<file path="src/rtl/spi_tx_buffer.sv">
// SPI-slave sample receiver feeding the tx_a DAC datapath.
// Oversamples the host SPI pins in master_clk, buffers words, returns status on SOMI.
`timescale 1ns/1ps
module spi_tx_buffer #(
    parameter int WIDTH      = 14,
    parameter int DEPTH_LOG2 = 4
) (
    input  logic                  master_clk,
    input  logic                  reset_n,
    input  logic                  spi_clk,
    input  logic                  spi_simo,
    input  logic                  spi_cs_n,
    output logic                  spi_somi,
    input  logic                  enable,
    input  logic                  tx_strobe,
    output logic [WIDTH-1:0]      tx_data,
    output logic                  tx_valid,
    output logic [DEPTH_LOG2:0]   fill,
    output logic                  overrun,
    output logic                  underrun
);

    localparam int DEPTH = 2 ** DEPTH_LOG2;
    localparam logic [DEPTH_LOG2:0] FULL = (DEPTH_LOG2 + 1)'(DEPTH);

    typedef enum logic {
        S_IDLE,
        S_SHIFT
    } state_t;

    logic [2:0]            r_clk_sync;
    logic [1:0]            r_simo_sync;
    logic [2:0]            r_cs_sync;

    state_t                r_state;
    logic [3:0]            r_bit_cnt;
    logic [WIDTH-1:0]      r_rx_sr;
    logic                  r_word_done;
    logic [14:0]           r_tx_sr;
    logic                  r_somi;
    logic                  r_skip;

    logic [WIDTH-1:0]      r_mem [DEPTH];
    logic [DEPTH_LOG2-1:0] r_wp;
    logic [DEPTH_LOG2-1:0] r_rp;
    logic [DEPTH_LOG2:0]   r_fill;
    logic [WIDTH-1:0]      r_tx_data;
    logic                  r_tx_valid;
    logic                  r_overrun;
    logic                  r_underrun;

    logic                  w_clk_rise;
    logic                  w_clk_fall;
    logic                  w_cs_fall;
    logic                  w_cs_rise;
    logic                  w_simo;
    logic [15:0]           w_status;
    logic                  w_cap;
    logic                  w_pop;
    logic                  w_push;
    logic                  w_drop;
    logic                  w_under;

    assign w_clk_rise = r_clk_sync[1] & ~r_clk_sync[2];
    assign w_clk_fall = ~r_clk_sync[1] & r_clk_sync[2];
    assign w_cs_fall  = ~r_cs_sync[1] & r_cs_sync[2];
    assign w_cs_rise  = r_cs_sync[1] & ~r_cs_sync[2];
    assign w_simo     = r_simo_sync[1];

    assign w_status = {r_overrun, r_underrun,
                       {(14 - DEPTH_LOG2 - 1){1'b0}}, r_fill};

    assign w_pop   = tx_strobe & enable & (r_fill != '0);
    assign w_push  = r_word_done & enable & ((r_fill != FULL) | w_pop);
    assign w_drop  = r_word_done & enable & ~w_push;
    assign w_under = tx_strobe & enable & (r_fill == '0);

    // Status is sampled (and flags cleared) at CS assertion and at each word end.
    always_comb begin
        w_cap = 1'b0;
        if (r_state == S_IDLE)
            w_cap = w_cs_fall;
        else if (!w_cs_rise && w_clk_rise && r_bit_cnt == 4'd15)
            w_cap = 1'b1;
    end

    // Two-flop synchronizers plus one history stage for edge detection.
    always_ff @(posedge master_clk or negedge reset_n) begin
        if (!reset_n) begin
            r_clk_sync  <= 3'b000;
            r_simo_sync <= 2'b00;
            r_cs_sync   <= 3'b111;
        end else begin
            r_clk_sync  <= {r_clk_sync[1:0], spi_clk};
            r_simo_sync <= {r_simo_sync[0], spi_simo};
            r_cs_sync   <= {r_cs_sync[1:0], spi_cs_n};
        end
    end

    // Receive/transmit shift FSM; word end reloads status, skips the next fall.
    always_ff @(posedge master_clk or negedge reset_n) begin
        if (!reset_n) begin
            r_state     <= S_IDLE;
            r_bit_cnt   <= 4'd0;
            r_rx_sr     <= '0;
            r_word_done <= 1'b0;
            r_tx_sr     <= '0;
            r_somi      <= 1'b0;
            r_skip      <= 1'b0;
        end else begin
            r_word_done <= 1'b0;
            unique case (r_state)
                S_IDLE: begin
                    r_somi <= 1'b0;
                    if (w_cs_fall) begin
                        r_state   <= S_SHIFT;
                        r_bit_cnt <= 4'd0;
                        r_tx_sr   <= w_status[14:0];
                        r_somi    <= w_status[15];
                        r_skip    <= 1'b0;
                    end
                end
                S_SHIFT: begin
                    if (w_cs_rise) begin
                        r_state   <= S_IDLE;
                        r_bit_cnt <= 4'd0;
                        r_somi    <= 1'b0;
                        r_skip    <= 1'b0;
                    end else if (w_clk_rise) begin
                        r_rx_sr <= {r_rx_sr[WIDTH-2:0], w_simo};
                        if (r_bit_cnt == 4'd15) begin
                            r_bit_cnt   <= 4'd0;
                            r_word_done <= enable;
                            r_tx_sr     <= w_status[14:0];
                            r_somi      <= w_status[15];
                            r_skip      <= 1'b1;
                        end else begin
                            r_bit_cnt <= r_bit_cnt + 4'd1;
                        end
                    end else if (w_clk_fall) begin
                        if (r_skip) begin
                            r_skip <= 1'b0;
                        end else begin
                            r_tx_sr <= {r_tx_sr[13:0], 1'b0};
                            r_somi  <= r_tx_sr[14];
                        end
                    end
                end
                default: r_state <= S_IDLE;
            endcase
        end
    end

    // Sample storage; pop reads the old head before a same-cycle write.
    always_ff @(posedge master_clk) begin
        if (w_push)
            r_mem[r_wp] <= r_rx_sr;
    end

    // FIFO pointers, occupancy and the registered DAC output.
    always_ff @(posedge master_clk or negedge reset_n) begin
        if (!reset_n) begin
            r_wp       <= '0;
            r_rp       <= '0;
            r_fill     <= '0;
            r_tx_data  <= '0;
            r_tx_valid <= 1'b0;
        end else if (!enable) begin
            r_wp       <= '0;
            r_rp       <= '0;
            r_fill     <= '0;
            r_tx_data  <= '0;
            r_tx_valid <= 1'b0;
        end else begin
            r_tx_valid <= w_pop;
            if (w_pop) begin
                r_tx_data <= r_mem[r_rp];
                r_rp      <= r_rp + 1'b1;
            end else if (tx_strobe) begin
                r_tx_data <= '0;
            end
            if (w_push)
                r_wp <= r_wp + 1'b1;
            if (w_push && !w_pop)
                r_fill <= r_fill + 1'b1;
            else if (w_pop && !w_push)
                r_fill <= r_fill - 1'b1;
        end
    end

    // Sticky error flags; a set in the capture cycle wins over the clear.
    always_ff @(posedge master_clk or negedge reset_n) begin
        if (!reset_n) begin
            r_overrun  <= 1'b0;
            r_underrun <= 1'b0;
        end else begin
            r_overrun  <= (r_overrun & ~w_cap) | w_drop;
            r_underrun <= (r_underrun & ~w_cap) | w_under;
        end
    end

    assign spi_somi = r_somi;
    assign tx_data  = r_tx_data;
    assign tx_valid = r_tx_valid;
    assign fill     = r_fill;
    assign overrun  = r_overrun;
    assign underrun = r_underrun;

endmodule

</file>
<file path="config.mk">
export PLATFORM = sky130hd
export DESIGN_NAME = spi_tx_buffer
export DESIGN_NICKNAME = d
export VERILOG_FILES = /design/src/rtl/spi_tx_buffer.sv
export SDC_FILE = /design/constraint.sdc
export NUM_CORES = 1
export LEC_CHECK = 0
export ABC_AREA = 1
export ABC_CLOCK_PERIOD_IN_PS = 2200
export CAP_MARGIN = 20
export CORE_MARGIN = 2
export CORE_UTILIZATION = 62
export CTS_CLUSTER_SIZE = 10
export DETAILED_ROUTE_END_ITERATION = 6
export PLACE_DENSITY = 0.84
export SYNTH_ARGS = -nofsm -noshare
export SYNTH_HDL_FRONTEND = slang
export SYNTH_SLANG_ARGS = --single-unit
</file>
<file path="constraint.sdc">
create_clock -name master_clk -period 2.2 [get_ports master_clk]
set_input_delay 0.66 -clock master_clk [delete_from_list [all_inputs] [get_ports master_clk]]
set_output_delay 0.66 -clock master_clk [all_outputs]
set_load 0.01 [all_outputs]
</file>
; After elaboration in Yosys (flattened, before gate mapping)
; Memory sizes are Yosys's and may differ from the RTL's.
; Cells that the tools add are included.
; W data, S select, Z words.
[word_totals]
register_bits = 75
ramBits = 224
input_bits = 7
out_inout_bits = 23
wordCells = 122
n_memories = 1
[mem_list]
columns = name, depth, width, read_ports, rd_ports_with_merged_regs, write_ports, line_no
row1 = r_mem, 16, 14, 1, 0, 1, 43  ; logic [WIDTH-1:0] r_mem [DEPTH];
[classes]
n_addsub = 5
n_eq_ne = 15
muxes = 47
bitwise_logic = 23
reduce_logical = 14
[op_table]
columns = cell, count
row1 = $mux W15, 6
row2 = $mux W14, 3
row3 = $mux W4, 8
row4 = $pmux W15 S2, 1
row5 = $mux W1, 22
row6 = $mux W5, 3
row7 = $add A4 B1 Y4 const B, 3
row8 = $and A1 B1 Y1, 12
row9 = $ne A3 B1 Y1 const B, 4
row10 = $reduce_and A3 Y1, 3
row11 = $ne A4 B2 Y1 const B, 2
row12 = $not A1 Y1, 8
row13 = $pmux W4 S2, 1
row14 = $ne A3 B2 Y1 const B, 2
row15 = $pmux W1 S2, 3
row16 = $add A5 B1 Y5 const B, 1
row17 = $logic_not A5 Y1, 1
row18 = $ne A5 B5 Y1 const B, 1
row19 = $reduce_and A5 Y1, 1
row20 = $reduce_bool A5 Y1, 1
row21 = $sub A5 B1 Y5 const B, 1
row22 = $eq A4 B4 Y1 const B, 1
row23 = $logic_and A1 B1 Y1, 4
row24 = $ne A2 B1 Y1 const B, 2
row25 = 5 further kinds, 10

; Depth between registers and ports, before layout
; Gate-level depths: netlist of run 1.
[depth]
depth_word = 10
depth_mapped = 13
mapped_depth_nobuf = 12

; Worst setup path after synthesis of run 1
; OpenSTA, ideal clock, no wires.
[synth_path]
kind = input -> register
from = input port enable
to = memory r_mem[0][0], enable pin
arrival_ps = 1957
slack_ps = -141
path_stages = 9
path_buffers = 1
cell_sequence = buf_4 -> nand2_2 -> inv_1 -> nor2_2 -> nand3_2 -> nand2_2 -> inv_2 -> nand2_1 -> nor2_1
[synth_via]
elab_chain_cells = 6
[synth_lines]
columns = item, line_no
row1 = start: declaration, 14  ; input logic enable,
row2 = $and A1 B1 Y1 (2 in a row), 73  ; assign w_pop = tx_strobe & enable & (r_fill != '0);
row3 = $or A1 B1 Y1, 74  ; assign w_push = r_word_done & enable & ((r_fill != FULL) | w_pop);
row4 = $and A1 B1 Y1 (*), 74
row5 = $mux W1 (*), 156  ; if (w_push)
row6 = $mux W1 (not written as such) (*), 157  ; r_mem[r_wp] <= r_rx_sr;
row7 = end: declaration, 43
; Every way passes the cells marked *; elsewhere a longest branch is shown, timed or not.

; Worst setup path after layout of run 1
[layout_path]
from = register r_fill[4] (netlist: fill[4])
to = output port fill[4]
[layout_lines]
columns = item, line_no
row1 = start: declaration, 46  ; logic [DEPTH_LOG2:0] r_fill;
row2 = start signal: assignment, 185  ; r_fill <= r_fill + 1'b1;
row3 = start signal: assignment, 187  ; r_fill <= r_fill - 1'b1;
row4 = end: declaration, 18  ; output logic [DEPTH_LOG2:0] fill,
; No word-level cell between the ends.

==> impl_metrics.toml, run 1 <==
[placement]
placed_cell_area_um2 = 13400
numPlacedInstances = 1403
dp.final_hpwl_mm = 18.0
gp_congestion = 0.879
pre_cts_ws_ps = -385
portBuffers = 29

[synthesis]
yosysTopAreaCellShare_pct = 53.3
synth_fp_nets = 1117
synth_flop_cell = "edfxtp_1"
async_flop_share_pct = 25.1
synth_edf_count = 224
syn_inst = 1099
ys_seq_elements = 299
postSynthAreaPerCell_um2 = 11.5
synth_cell_type_count = 40
synthTopCellsByArea = "edfxtp_1 53%, dfrtp_1 14%, nand2_1 6.3%"
synth_warnings = 0
synthesis.area_um2 = 12600
synth_top_area_cell = "edfxtp_1"
seq_area_frac_synth_pct = 68.2

[grt]
grt_pass1_wl_mm = 44.6
grtUsageTotal_pct = 27.0
grtUsageMet1_pct = 33.1
grt_overflow = 0
grt_max_degree = 75
grt_util_met2_pct = 46.3
top_usage_layer = "met2"
grt_antenna_before_repair = 0
grt_pass1_vias = 8474
met3_usage_pct = 4.88

[clock_tree]
htree_levels = 2
clock_latency_ps = 520
cts_hold_buf = 0
root_buffer = "clkbuf_16"
cts.sinks = 299
clkTransAtPathRegs_ps = 60
cts_tree = "done"
cts_buffer_depth = 3
post-cts-setup-buffer-count = 0
cts_buffers = 36

[drt]
drtAntennaViolNets = 0
wl_mm = 28.4
drtIter0Drc = 872
wl_per_cell_um = 19.5
drt_pass1_iterations = 7
viasPerCell = 5.82
drc_errors = 0
vias = 8469

[floorplanning]
dieArea_um2 = 21500
start_util_pct = 62.8
die_y_um = 147
die_x_um = 147
core_region_area_um2 = 20100
num_rows = 52
ios = 30

[timing]
fin_ws_ps = 57.4
relSlewSlack_pct = 40.8
period_minus_slack_ps = 2140
rsz0062_at_grt = "no"
drv_slew = 0
finalCritPeriodShare_pct = 97.4
worstMarginPinSlew_ps = 888
setup_viol = 0
fin_skew_ps = 33.6
hold_viol_final = 0
fmax_ghz = 0.467

[final_layout]
fillerInstances = 1257
diodes = 0
regArea_um2 = 8620
areaGrowthSynthToFinish_pct = 14.2
finalNetCount = 1189
multi_input_comb_area_um2 = 3080
post-route-util_pct = 71.7
layout_commonest_cell = "edfxtp_1"
final_area_um2 = 14400
final-instance-count-excl-fill = 1455
layout_common_cells = "224 x edfxtp_1, 211 x nand2_1, 145 x inv_1, 105 x nand3_1, 78 x o21ai_0"
layout-drive-gt1-share_pct = 11.7

[critical_path]
worstPathArrival_ps = 1480
crit_path_end = "fill[4]"
rrSetupSlack_ps = 180
critPathLaunchType = "flop"
slowest_delay_ps = 550
required_ps = 1540
critPathKind = "flop to primary output"
critPathLaunch = "fill[4]$_DFFE_PN0P_"
crit_slowest_cell = "clkdlybuf4s50_1"
r2r_cells = 11
timing.rr.end = "fill[4]$_DFFE_PN0P_"
rr_startpoint = "fill[2]$_DFFE_PN0P_"
crit_cells = 1
crit_family = "buffers and inverters"
cp-end-kind = "primary output"
path_cells = "clkdlybuf4s50_1"
worstPathBufferInverterCount = 1
cp_max_fo = 5

[power_and_ir_drop]
p_per_area_nw_per_um2 = 1060
power_mw = 15.3
ir_drop_mv = 0.639
p_leak_nw = 5.91

[worst_hold_path]
hold_path.class = "input port to asynchronous set/reset pin"

[run]
cap_violations = 0

[outcome]
outcome = "finished clean"
cells in the mapped netlist (all sizes together), types with 3 or more instances:
master and number:
o22ai 3, nand2 216, edfxtp 224, buf 41
inv 152, dfrtp 72, dfstp 3, nor2 34
ha 10, clkbuf 14, a21oi 62, o21ai 88
nand3 108, o211ai 60
power by group:
part / switching, mW / internal, mW
logic: 2.04 / 1.24
registers: 0.571 / 6.43
clock network: 2.06 / 2.99
metal layers:
| layer | vias up | share of wire, % |
|---|---|---|
| met1 | 4071 | 37 |
| li1 | 3915 | - |
| met3 | 89 | 7.4 |
| met4 | 0 | 4.7 |
| met2 | 394 | 51 |
| met5 | - | 0 |
cells by family (layout without fill, tap and decap cells):
group,after synthesis,in the layout,synth area share (%)
simple gates,360,360,12.6
flops,299,299,68.2
compound gates,219,219,10.4
buf+inv,207,293,7.54
fa+ha+maj,11,11,1.15
xor+xnor,3,3,0.208
how the worst min path moves through the flow:
stage | from | endpoint | slack (ps) | depth (start not counted)
after floorplan | r_clk_sync[0]$_DFF_PN0_ | r_clk_sync[1]$_DFF_PN0_ | 330 | 0
after global placement | r_simo_sync[0]$_DFF_PN0_ | r_simo_sync[1]$_DFF_PN0_ | 330 | 0
after detailed placement | r_simo_sync[0]$_DFF_PN0_ | r_simo_sync[1]$_DFF_PN0_ | 330 | 0
after CTS | reset_n | tx_data[1]$_DFFE_PN0P_ | 130 | 1
after global routing | reset_n | tx_data[10]$_DFFE_PN0P_ | 160 | 1
final | reset_n | tx_data[10]$_DFFE_PN0P_ | 120 | 1
cell type report:
cell class	instances	share of cell area (%)
clock buffers	49	6.59
clock inverters	3	0.234
inverters	152	3.96
multi-input cells	593	21.4
flip-flops and latches	299	59.8
well taps	270	2.34
repair buffers	89	5.71
stage by stage:
step                      hold WS (ps)  setup TNS [ps]
after floorplan                    331          -29440
after global placement             333          -55680
after detailed placement           335          -66610
after CTS                          131               0
after global routing               159               0
final                              121               0
timing repair:
item                                    CTS  global route
endpoints found under the setup margin    4             2
gates cloned                              0             0
gates resized for setup                   4             8
worst register-to-register path, delay by kind of cell, from the launching register on:
kind            cells  cell delay, ps
simple gates        7             790
fa+ha+maj           1             310
compound gates      2             280
buf+inv             1              90
flops               1             420
registers in the layout, summed over array words and instances, names as in the netlist:
signal and cells:
r_mem 224, r_tx_sr 15, r_rx_sr 14, tx_data 14
fill 5, r_bit_cnt 4, r_rp 4, r_wp 4
r_clk_sync 3, r_cs_sync 3, r_simo_sync 2, overrun 1
r_skip 1, r_state 1, r_word_done 1, spi_somi 1
tx_valid 1, underrun 1
No activity file was read; power rests on OpenSTA's default activity.
==> inputs of run 2 (changes only) <==
CELL_PAD_IN_SITES_DETAIL_PLACEMENT = 1   (was not set)
CELL_PAD_IN_SITES_GLOBAL_PLACEMENT = 1   (was not set)
CORE_UTILIZATION = 50   (was 62)
PLACE_DENSITY = 0.83   (was 0.84)
==> run 2 against run 1 <==
The run now ends with negative setup slack left. Clock-buffer cell count increased by 5. Sequential cell count unchanged. Worst hold slack improved by 1.3 ps. Via count increased by 7.9%. Cell count increased by 5.2%. Setup slack got worse by 94 ps.
==> impl_metrics.toml, run 2 (synthesized netlist as in run 1, its figures left out) <==
[outcome]
outcome = "finished, violations left"
violations = "negative setup slack"

[timing]
fin_ws_ps = -37.0
relSlewSlack_pct = 30.8
period_minus_slack_ps = 2240
fmax_ghz = 0.447
rsz0062_at_grt = "yes"
worstMarginPinSlew_ps = 1040
tns_ps = -252
holdWs_ps = 122
drv_slew = 0
setup_viol = 33
fin_skew_ps = 27.4
finalCritPeriodShare_pct = 102
hold_viol_final = 0

[critical_path]
path_cells = "clkdlybuf4s50_1, nand2_1, inv_2, nand3_4, ha_4, inv_1, o21bai_1, a31oi_4, inv_1, nand2_1, nand3_1, nand2_1"
path_common_cell = "nand2_1"
critPathLaunchType = "input port"
worstPathArrival_ps = 2630
crit_slowest_cell = "clkdlybuf4s50_1"
cp_max_fo = 6
critPathKind = "input port to flop"
required_ps = 2600
slowest_delay_ps = 530
cp-end-kind = "flop"

[placement]
gp_congestion = 0.885
pre_cts_ws_ps = -618
portBuffers = 29
placed_cell_area_um2 = 13600
numPlacedInstances = 1471
dp.final_hpwl_mm = 24.1

[drt]
drc_errors = 0
drtIter0Drc = 1059
wl_per_cell_um = 26.8
wl_met3_mm = 2.87
routed.top_layer = "met4"
vias = 9141
wl_mm = 41.0
drtAntennaViolNets = 0
wl_met1_mm = 14.8
drt_pass1_iterations = 5
met2WireLength_mm = 20.8
viasPerCell = 5.97

[clock_tree]
clkTransAtPathRegs_ps = 60
cts_tree = "done"
cts_buffer_depth = 3
clock_latency_ps = 520
cts_buffers = 36
cts.sinks = 299
htree_levels = 2
root_buffer = "clkbuf_16"

[power_and_ir_drop]
p_per_area_nw_per_um2 = 1110
p_leak_nw = 5.98
sw_frac_of_total_pct = 33.0
p_sw_mw = 5.41
pwr-share-comb_pct = 24.3
p_seq_share_pct = 42.6
p_clk_share_pct = 33.1
ir_drop_mv = 0.582
power_mw = 16.4
intPower_mw = 11.0

[final_layout]
finalNetCount = 1198
reg.largest.list = "r_mem x224, r_tx_sr x15"
layout_common_cells = "224 x edfxtp_1, 211 x nand2_1, 145 x inv_1, 104 x nand3_1, 77 x o21ai_0"
areaGrowthSynthToFinish_pct = 16.5
largest_reg_flops = 224
layout_commonest_cell = "edfxtp_1"
regMostFlops = "r_mem"
final_area_um2 = 14700
layout-drive-gt1-share_pct = 13.5
final-instance-count-excl-fill = 1530
post-route-util_pct = 58.9

[worst_hold_path]
hold_path.class = "input port to asynchronous set/reset pin"

[floorplanning]
num_rows = 58
ios = 30
die_y_um = 163
die_x_um = 163
dieArea_um2 = 26500
core_region_area_um2 = 25000
start_util_pct = 50.6

[grt]
grt_overflow = 0
grt_antenna_before_repair = 1
grt_pass1_wl_mm = 61.4
grtUsageTotal_pct = 31.6
grt_pass1_vias = 10100
grt_max_degree = 51

[run]
cap_violations = 0
## run 2: power groups by stage
stage / clock [mW] / combinational, mW / sequential (mW)
2_1_floorplan: 0 / 2.44 / 6.80
3_3_place_gp: 0 / 3.39 / 7.00
3_5_place_dp: 0 / 3.64 / 7.04
4_1_cts: 5.47 / 3.86 / 6.95
5_1_grt: 5.65 / 4.26 / 6.99
6_report: 5.42 / 3.98 / 6.98
## run 2: routing by layer
layer	GRT usage, %	vias to the layer above
li1	-	3926
met1	37.0	4613
met2	54.9	445
met3	5.78	157
met4	18.0	0
met5	0	-
## run 2: worst max-delay path: cells and delay by family
kind	cells	cell delay, ps
and+or+nand+nor	5	490
buffers and inverters	4	790
AOI/OAI and AO/OA	2	330
adders and majority gates	1	340
## run 2: path summary, 6_finish.rpt
check,slack [ps],endpoint,depth (start not counted),startpoint
max,-40,fill[4]$_DFFE_PN0P_,12,enable
min,120,tx_data[10]$_DFFE_PN0P_,1,reset_n
max reg2reg,-10,fill[4]$_DFFE_PN0P_,12,fill[3]$_DFFE_PN0P_
min reg2reg,350,r_simo_sync[1]$_DFF_PN0_,0,r_simo_sync[0]$_DFF_PN0_
max in group asynchronous,1420,r_cs_sync[1]$_DFF_PN1_,2,reset_n
min in group master_clk,350,r_simo_sync[1]$_DFF_PN0_,0,r_simo_sync[0]$_DFF_PN0_
## run 2: repair_timing
action / in CTS / in global routing
pin swaps: 1 / 0
setup buffers: 0 / 0
gates cloned: 0 / 1
setup endpoints to repair: 67 / 226
hold buffers: 0 / 0
gates resized for setup: 19 / 14
## run 2: cell type report
type                    count  area, um2
clock buffers              54       1010
fillers                  2537      10300
clock inverters             3       26.3
multi-input cells         593       3150
diodes                      1       2.50
well taps                 330        413
flip-flops and latches    299       8620
inverters                 152        571
repair buffers             98        920
==> inputs of run 3 (changes only) <==
REMOVE_ABC_BUFFERS = 1   (was not set)
==> run 3 against run 2 <==
Largest cell class unchanged. Critical endpoint is now r_mem[10][9]$_DFFE_PP_. Clock skew shrank 12 ps. Via count down 4.7%. Clock-buffer cell count is 8 higher. Sequential share of layout area grew 0.065 points. Global-route usage shrank 4.7 points. The run now ends clean.
==> impl_metrics.toml, run 3 (synthesized netlist as in run 1, its figures left out) <==
[floorplanning]
ios = 30
start_util_pct = 50.6
num_rows = 58
die_x_um = 163
die_y_um = 163
core_region_area_um2 = 25000
dieArea_um2 = 26500

[placement]
portBuffers = 29
pre_cts_ws_ps = -515
dp.final_hpwl_mm = 22.9
gp_congestion = 0.797
placed_cell_area_um2 = 13600

[drt]
wl_per_cell_um = 22.6
viasPerCell = 5.64
vias = 8707
drtIter0Drc = 601
drtAntennaViolNets = 0
wl_mm = 34.9
drc_errors = 0
drt_pass1_iterations = 4

[critical_path]
rrSetupSlack_ps = 190
cp_max_fo = 8
critPathLaunchType = "input port"
critPathKind = "input port to flop"
cp-end-kind = "flop"
r2r_cells = 12
critPathLaunch = "tx_strobe"
worstPathArrival_ps = 2390
rr_startpoint = "fill[3]$_DFFE_PN0P_"
crit_path_end = "r_mem[10][9]$_DFFE_PP_"
required_ps = 2410
timing.rr.end = "fill[4]$_DFFE_PN0P_"

[timing]
drv_slew = 0
holdWs_ps = 353
hold_viol_final = 0
finalCritPeriodShare_pct = 98.9
period_minus_slack_ps = 2180
setup_viol = 0
fmax_ghz = 0.459
rsz0062_at_grt = "yes"
fin_skew_ps = 15.4
worstMarginPinSlew_ps = 980
tns_ps = 0
fin_ws_ps = 23.2
relSlewSlack_pct = 34.7

[worst_hold_path]
hp-start = "r_clk_sync[0]$_DFF_PN0_"
hold_path.class = "flop to flop"

[clock_tree]
root_buffer = "clkbuf_16"
clkTransAtPathRegs_ps = 50
cts_tree = "done"
cts_buffers = 36
cts_buffer_depth = 3
cts.sinks = 299
htree_levels = 2
post-cts-setup-buffer-count = 0
clock_latency_ps = 520

[final_layout]
diodes = 0
layout_commonest_cell = "edfxtp_1"
final_area_um2 = 14700
areaGrowthSynthToFinish_pct = 16.3
fillerInstances = 2600
multi_input_comb_area_um2 = 3090
largest_reg_flops = 224
reg.largest.list = "r_mem x224, r_tx_sr x15"
regMostFlops = "r_mem"
layout_common_cells = "224 x edfxtp_1, 211 x nand2_1, 148 x inv_1, 105 x nand3_1, 78 x o21ai_0"
post-route-util_pct = 58.8
regArea_um2 = 8620
layout-drive-gt1-share_pct = 12.9
finalNetCount = 1203

[grt]
grt_overflow = 0
grt_pass1_vias = 9529
grt_max_degree = 53
grt_antenna_before_repair = 0
grt_pass1_wl_mm = 53.7
grtUsageTotal_pct = 26.9

[outcome]
outcome = "finished clean"

[power_and_ir_drop]
p_per_area_nw_per_um2 = 1080
ir_drop_mv = 0.641
p_leak_nw = 6.01

[run]
cap_violations = 0
-- run 3: critical path: stages --
cell and delay, ps:
clkdlybuf4s50_1 510, nand2_2 80, inv_1 140, nor2_2 70, nand3_2 90, nand2_2 80, inv_2 110, nand2_1 230
nor2_2 220, buf_4 210
-- run 3: worst min path at each step --
stage | end | cells after the start | slack, ps
after floorplan | r_clk_sync[1]$_DFF_PN0_ | 0 | 330
after global placement | r_simo_sync[1]$_DFF_PN0_ | 0 | 340
after detailed placement | r_clk_sync[1]$_DFF_PN0_ | 0 | 340
after CTS | r_clk_sync[1]$_DFF_PN0_ | 0 | 360
after global routing | r_simo_sync[1]$_DFF_PN0_ | 0 | 370
final | r_clk_sync[1]$_DFF_PN0_ | 0 | 350
-- run 3: metrics by stage --
stage	total power, mW	std cells
2_1_floorplan	8.50	1044
3_3_place_gp	10.3	1476
3_5_place_dp	10.6	1476
4_1_cts	16.0	1543
5_1_grt	16.6	1543
6_report	15.9	1543
-- run 3: layout make-up --
class	count	share of cell area [%]
inverters	152	3.88
repair buffers	103	6.45
flip-flops and latches	299	58.7
well taps	330	2.81
clock buffers	62	7.01
multi-input cells	593	21.0
clock inverters	4	0.170
-- run 3: power breakdown --
part | switching (mW) | internal, mW | leakage [nW]
Clock | 2.21 | 3.17 | 0.504
Sequential | 0.521 | 6.43 | 3.16
Combinational | 2.25 | 1.33 | 2.35
Total | 4.98 | 10.9 | 6.01
-- run 3: per-layer routing --
metal	routed length [um]	share of wire, %	up-vias	track usage (%)
met4	1160	3.3	0	10.3
met3	1550	4.4	90	3.16
li1	-	-	3943	-
met5	0	0	-	0
met1	14000	40	4411	33.6
met2	18200	52	263	48.1
-- run 3: repair_timing --
item | CTS | global route
endpoints found under the setup margin | 27 | 191
pin swaps | 0 | 0
endpoints found under the hold margin | 10 | 0
hold buffers | 1 | 0
gates resized for setup | 7 | 8
